[src/rtl/kul8_err_monitor.sv]
// Error-statistics monitor for the 8-bit Kulkarni approximate multiplier.
// Two-stage pipeline: register operands and exact product, then accumulate |a*b - y|.
module kul8_err_monitor #(
    parameter int N_SAMPLES = 65536
) (
    input  logic        clk,
    input  logic        rst,
    input  logic        start,
    input  logic        in_valid,
    output logic        in_ready,
    input  logic [7:0]  a,
    input  logic [7:0]  b,
    input  logic [15:0] y,
    output logic        busy,
    output logic        done,
    output logic [16:0] sample_cnt,
    output logic [16:0] correct_cnt,
    output logic [31:0] sum_ed,
    output logic [15:0] max_ed,
    output logic [7:0]  max_a,
    output logic [7:0]  max_b
);

    typedef enum logic [1:0] {S_IDLE, S_RUN, S_DRAIN, S_DONE} state_t;

    localparam logic [16:0] N_LIM = 17'(N_SAMPLES);

    state_t      state_q, state_d;
    logic [16:0] acc_cnt_q, acc_cnt_d;
    logic        in_ready_q, in_ready_d;
    logic        busy_q, busy_d;
    logic        done_q, done_d;
    logic        s1_valid_q, s1_valid_d;
    logic [7:0]  s1_a_q, s1_a_d;
    logic [7:0]  s1_b_q, s1_b_d;
    logic [15:0] s1_y_q, s1_y_d;
    logic [15:0] s1_p_q, s1_p_d;
    logic [16:0] sample_cnt_q, sample_cnt_d;
    logic [16:0] correct_cnt_q, correct_cnt_d;
    logic [31:0] sum_ed_q, sum_ed_d;
    logic [15:0] max_ed_q, max_ed_d;
    logic [7:0]  max_a_q, max_a_d;
    logic [7:0]  max_b_q, max_b_d;

    logic        accept;
    logic        accumulate;
    logic [15:0] ed;

    always_comb begin
        // NOTE: every _d gets a default first so no path through this block infers a latch.
        state_d       = state_q;
        acc_cnt_d     = acc_cnt_q;
        s1_valid_d    = 1'b0;
        s1_a_d        = s1_a_q;
        s1_b_d        = s1_b_q;
        s1_y_d        = s1_y_q;
        s1_p_d        = s1_p_q;
        sample_cnt_d  = sample_cnt_q;
        correct_cnt_d = correct_cnt_q;
        sum_ed_d      = sum_ed_q;
        max_ed_d      = max_ed_q;
        max_a_d       = max_a_q;
        max_b_d       = max_b_q;

        ed         = (s1_p_q >= s1_y_q) ? (s1_p_q - s1_y_q) : (s1_y_q - s1_p_q);
        accept     = in_valid && in_ready_q && !start;
        accumulate = s1_valid_q && !start;

        if (start) begin
            // Abort or fresh window: the in-flight sample is dropped, not accumulated.
            state_d       = S_RUN;
            acc_cnt_d     = '0;
            sample_cnt_d  = '0;
            correct_cnt_d = '0;
            sum_ed_d      = '0;
            max_ed_d      = '0;
            max_a_d       = '0;
            max_b_d       = '0;
        end else begin
            s1_valid_d = accept;
            if (accept) begin
                s1_a_d    = a;
                s1_b_d    = b;
                s1_y_d    = y;
                s1_p_d    = {8'd0, a} * {8'd0, b};
                acc_cnt_d = acc_cnt_q + 17'd1;
            end
            if (accumulate) begin
                sample_cnt_d  = sample_cnt_q + 17'd1;
                correct_cnt_d = correct_cnt_q + {16'd0, (ed == 16'd0)};
                sum_ed_d      = sum_ed_q + {16'd0, ed};
                if (ed > max_ed_q) begin
                    max_ed_d = ed;
                    max_a_d  = s1_a_q;
                    max_b_d  = s1_b_q;
                end
            end
            case (state_q)
                S_RUN:   if (accept && (acc_cnt_q == N_LIM - 17'd1)) state_d = S_DRAIN;
                S_DRAIN: if (!s1_valid_q) state_d = S_DONE;
                default: state_d = state_q;
            endcase
        end

        in_ready_d = (state_d == S_RUN) && (acc_cnt_d < N_LIM);
        busy_d     = (state_d == S_RUN) || (state_d == S_DRAIN);
        done_d     = (state_d == S_DONE);
    end

    always_ff @(posedge clk) begin
        // NOTE: sequential state uses non-blocking assignments so all flops update together.
        if (rst) begin
            // NOTE: datapath registers are reset too; rst must leave no trace of a partial window.
            state_q       <= S_IDLE;
            acc_cnt_q     <= '0;
            in_ready_q    <= 1'b0;
            busy_q        <= 1'b0;
            done_q        <= 1'b0;
            s1_valid_q    <= 1'b0;
            s1_a_q        <= '0;
            s1_b_q        <= '0;
            s1_y_q        <= '0;
            s1_p_q        <= '0;
            sample_cnt_q  <= '0;
            correct_cnt_q <= '0;
            sum_ed_q      <= '0;
            max_ed_q      <= '0;
            max_a_q       <= '0;
            max_b_q       <= '0;
        end else begin
            state_q       <= state_d;
            acc_cnt_q     <= acc_cnt_d;
            in_ready_q    <= in_ready_d;
            busy_q        <= busy_d;
            done_q        <= done_d;
            s1_valid_q    <= s1_valid_d;
            s1_a_q        <= s1_a_d;
            s1_b_q        <= s1_b_d;
            s1_y_q        <= s1_y_d;
            s1_p_q        <= s1_p_d;
            sample_cnt_q  <= sample_cnt_d;
            correct_cnt_q <= correct_cnt_d;
            sum_ed_q      <= sum_ed_d;
            max_ed_q      <= max_ed_d;
            max_a_q       <= max_a_d;
            max_b_q       <= max_b_d;
        end
    end

    assign in_ready    = in_ready_q;
    assign busy        = busy_q;
    assign done        = done_q;
    assign sample_cnt  = sample_cnt_q;
    assign correct_cnt = correct_cnt_q;
    assign sum_ed      = sum_ed_q;
    assign max_ed      = max_ed_q;
    assign max_a       = max_a_q;
    assign max_b       = max_b_q;

endmodule

[config.mk]
export PLATFORM = sky130hd
export DESIGN_NAME = kul8_err_monitor
export DESIGN_NICKNAME = d
export VERILOG_FILES = /design/src/rtl/kul8_err_monitor.sv
export SDC_FILE = /design/constraint.sdc
export NUM_CORES = 1
export LEC_CHECK = 0
export ABC_AREA = 0
export CORE_MARGIN = 4
export CORE_UTILIZATION = 55
export DETAILED_ROUTE_END_ITERATION = 16
export PLACE_DENSITY = 0.91
export SYNTH_ARGS = -nofsm -noshare
export SYNTH_HDL_FRONTEND = slang
export SYNTH_SLANG_ARGS = --single-unit
[constraint.sdc]
create_clock -name clk -period 12.3 [get_ports clk]
set_input_delay 1.845 -clock clk [delete_from_list [all_inputs] [get_ports clk]]
set_output_delay 1.845 -clock clk [all_outputs]
set_load 0.01 [all_outputs]
==> results.md <==
* Clock Latency Late Sink at 0.44 ns
* Antenna Cells at 0
* Top-count cell post-synth: nand2_1
* Clock power frac at 25.9%
* Root Buffer: clkbuf_16
* DR vias/cell at 5.77
* Tmin final at 6.42 ns
* Sink Count at 169
* Global-route wire length before repair at 49100 microns
* Mapped Nets at 1587
* Vias at 10300
* GP Congestion at 0.923
* Layout Utilization at 66.4%
* Largest net degree at the start of global routing at 96
* Fraction of registers with async set/reset at 0%
* Switching share of power at 41.9%
* Worst path cell trace: clkdlybuf4s50_1, nand2_1, fa_1, inv_1, fa_1, ha_1, inv_1, fa_1, inv_1, ha_1, nor2b_1, o21ai_0, nand2b_1, a21o_1, a21o_1, a21o_1, a41o_1, o41ai_1, xnor2_1, a211oi_1
* Yosys warning count at 0
* Clock Path Buffers at 2
* Most area-consuming cells after synthesis: dfxtp_1, ha_1, fa_1, nand2_1, xor2_1
* RSZ-0062 raised after global routing: false
* PD cells at 159 nW/um^2
* Power share of the sequential group at 26.2%
* Internal at 1260 uW
* DRT iter0 DRCs at 723
* Flops & latches, synth at 169
* P_leak at 0.00551 uW
* Final nets at 1679
* Dpl hpwl at 21600 microns
* Full die area at 23300 sq um
* Final-report hold violation count at 0
* Crit Path Category: input port to flip-flop
* Worst Path Max Fanout at 9
* Cell Rows at 52
* DIE HEIGHT at 153 microns
* Drt pass-1 iters at 8
* Cells after DPL at 1748
* Initial antenna violation count at 0
* Comb pwr share at 47.9%
* Cell count after synthesis at 1405
* Tot GR Track Use at 24.8%
* Area leader, netlist: dfxtp_1
* Maxcap violations at 0
* Hold_buf cts at 0
* CTS Buf Count at 17
* Status: completed
* FILL cells at 1624
* CTS tree: yes
* DR DRC count at 0
* Layout cells sized above 1 at 4.90%
* Final setup vio count at 0
* Routed len/inst at 16.5 microns
* Post-CTS setup buffers at 0
* Max Fclk at 156 MHz
* Hold WS at 0.452 ns
* Initial core utilization at 56.3%
* Fin crit share at 52.2%
* Final wirelength at 29500 microns
* # port buffers at 136
* Die width at 153 microns
* Relative slew margins at 23.2%
* Clk slew on worst S/H paths at 0.07 ns
* Synth-to-Final Area Change at 18.0%
* Hold crit path type: flip-flop to flip-flop
* Clk_skew at 0.0200 ns
* Synth Flop Type: dfxtp_1
* Total Power at 2160 uW
* Post-Synthesis Cell Area at 11500 sq um
* Boundary Pins at 137
* CP Capture Type: flip-flop
* Fin Setup TNS at 0 ns
* Grt total ovfl at 0
* Critical Path RT at 12.64 ns
* Crit path DAT at 6.76 ns
* Netlist cell types at 68
* Post-synth top cells: nand2_1, dfxtp_1, inv_1
* Post-synth EDFFs at 0
* Slew Limit Fails at 0
* Core area at 20400 sq um
* Post-CTS sizing at 0
* Yosys top cell area share at 29.4%
* Synth Area per Inst at 8.18 sq um
* Net Sw Power at 906 uW
* Vias in the first global route at 10200
* DRT antenna net count at 0
* Post-synthesis sequential area ratio at 29.4%
* Worst VDD drop at 105 uV
* Final std cells w/o fill at 1780
* Slowest-stage cell, CP: clkdlybuf4s50_1
* Startpoint types: input port
* Worst path max stage delay at 0.66 ns
* Number of H-tree levels at 4
* Worst-Margin Slew at 1.15 ns
## cell usage in the layout (no fill, tap or decap), types with 6 or more instances in the layout
master           instances
o211ai_1                 6
ha_1                   108
a21oi_1                 97
nand4_1                 23
o21ai_0                 36
nor3_1                  17
o21ai_1                 17
o31ai_2                 13
and3_1                  19
xnor2_1                 34
fa_1                    38
nor2b_1                  6
or4_1                    7
nand2_1                186
dfxtp_1                169
clkbuf_16               17
a21o_1                  30
and2_1                  47
xor2_1                  64
o21a_1                   6
or3_1                    6
mux2i_1                 12
inv_1                  130
a211oi_1                 9
nand3_1                 63
clkdlybuf4s50_1        135
nand3b_1                 9
and4_1                   6
nor2_1                 108
## logic make-up (layout without fill, tap and decap cells)
family          after synthesis  in the layout  synth area share, %
compound gates              261            261                 15.1
xor+xnor                     98             98                 7.47
fa+ha+maj                   147            147                 18.5
buf+inv                     198            303                 6.91
flops                       169            169                 29.4
mux                          14             14                 1.30
simple gates                518            518                 21.3
## flip-flops by register name (all words and copies together) (netlist names), 2 cells and up
| name | flops |
|---|---|
| acc_cnt_q | 17 |
| correct_cnt | 17 |
| max_a | 8 |
| max_b | 8 |
| max_ed | 16 |
| s1_a_q | 8 |
| s1_b_q | 8 |
| s1_p_q | 16 |
| s1_y_q | 16 |
| sample_cnt | 17 |
| state_q | 2 |
| sum_ed | 32 |
## path summary, 6_finish.rpt
kind | from | endpoint | slack (ns) | cells after the start
worst min-delay path | max_b[6] | max_b[6] | 0.45 | 2
worst min register to register | max_b[6] | max_b[6] | 0.45 | 2
worst max register to register | s1_y_q[7] | sum_ed[24] | 6.27 | 20
worst max-delay path | b[4] | s1_p_q[15] | 5.88 | 20
## metal layers
layer  routed length (microns)  vias up  global-route usage (%)
li1                          -     4912                       -
met1                     12200     4890                    29.8
met2                     14300      386                    43.3
met3                      1880       86                    4.80
met4                      1080        0                    10.7
met5                         0        -                       0
## per-stage QoR
step / worst slack (ns) / area (sq um)
4_1_cts: 5.92 / 13600
3_5_place_dp: 5.49 / 12900
5_1_grt: 5.56 / 13600
2_1_floorplan: 6.20 / 11500
6_report: 5.88 / 13600
3_3_place_gp: 5.59 / 12900
## power groups by stage
stage | Combinational (uW) | Sequential, uW | Clock, uW
6_report | 1040 | 565 | 560
5_1_grt | 1140 | 567 | 592
4_1_cts | 1020 | 565 | 565
3_5_place_dp | 998 | 578 | 0
3_3_place_gp | 963 | 577 | 0
2_1_floorplan | 781 | 576 | 0
## worst max-delay path, delay by kind of cell
kind	cells	cell delay (ns)
AND/OR/NAND/NOR	3	0.40
XOR/XNOR	1	0.12
buffers and inverters	4	0.84
AO/OA/AOI/OAI	7	1.58
adder cells (fa/ha/maj)	5	1.97
## cell type report
| class | count | area (sq um) | share of cell area [%] |
|---|---|---|---|
| timing repair buffer | 141 | 1390 | 10.3 |
| clock buffer | 17 | 425 | 3.14 |
| multi-input combinational | 1038 | 7340 | 54.1 |
| inverter | 130 | 488 | 3.60 |
| clock inverter | 15 | 198 | 1.46 |
| sequential | 169 | 3380 | 24.9 |
| tap | 270 | 338 | 2.49 |
No activity file was read; power rests on OpenSTA's default activity.
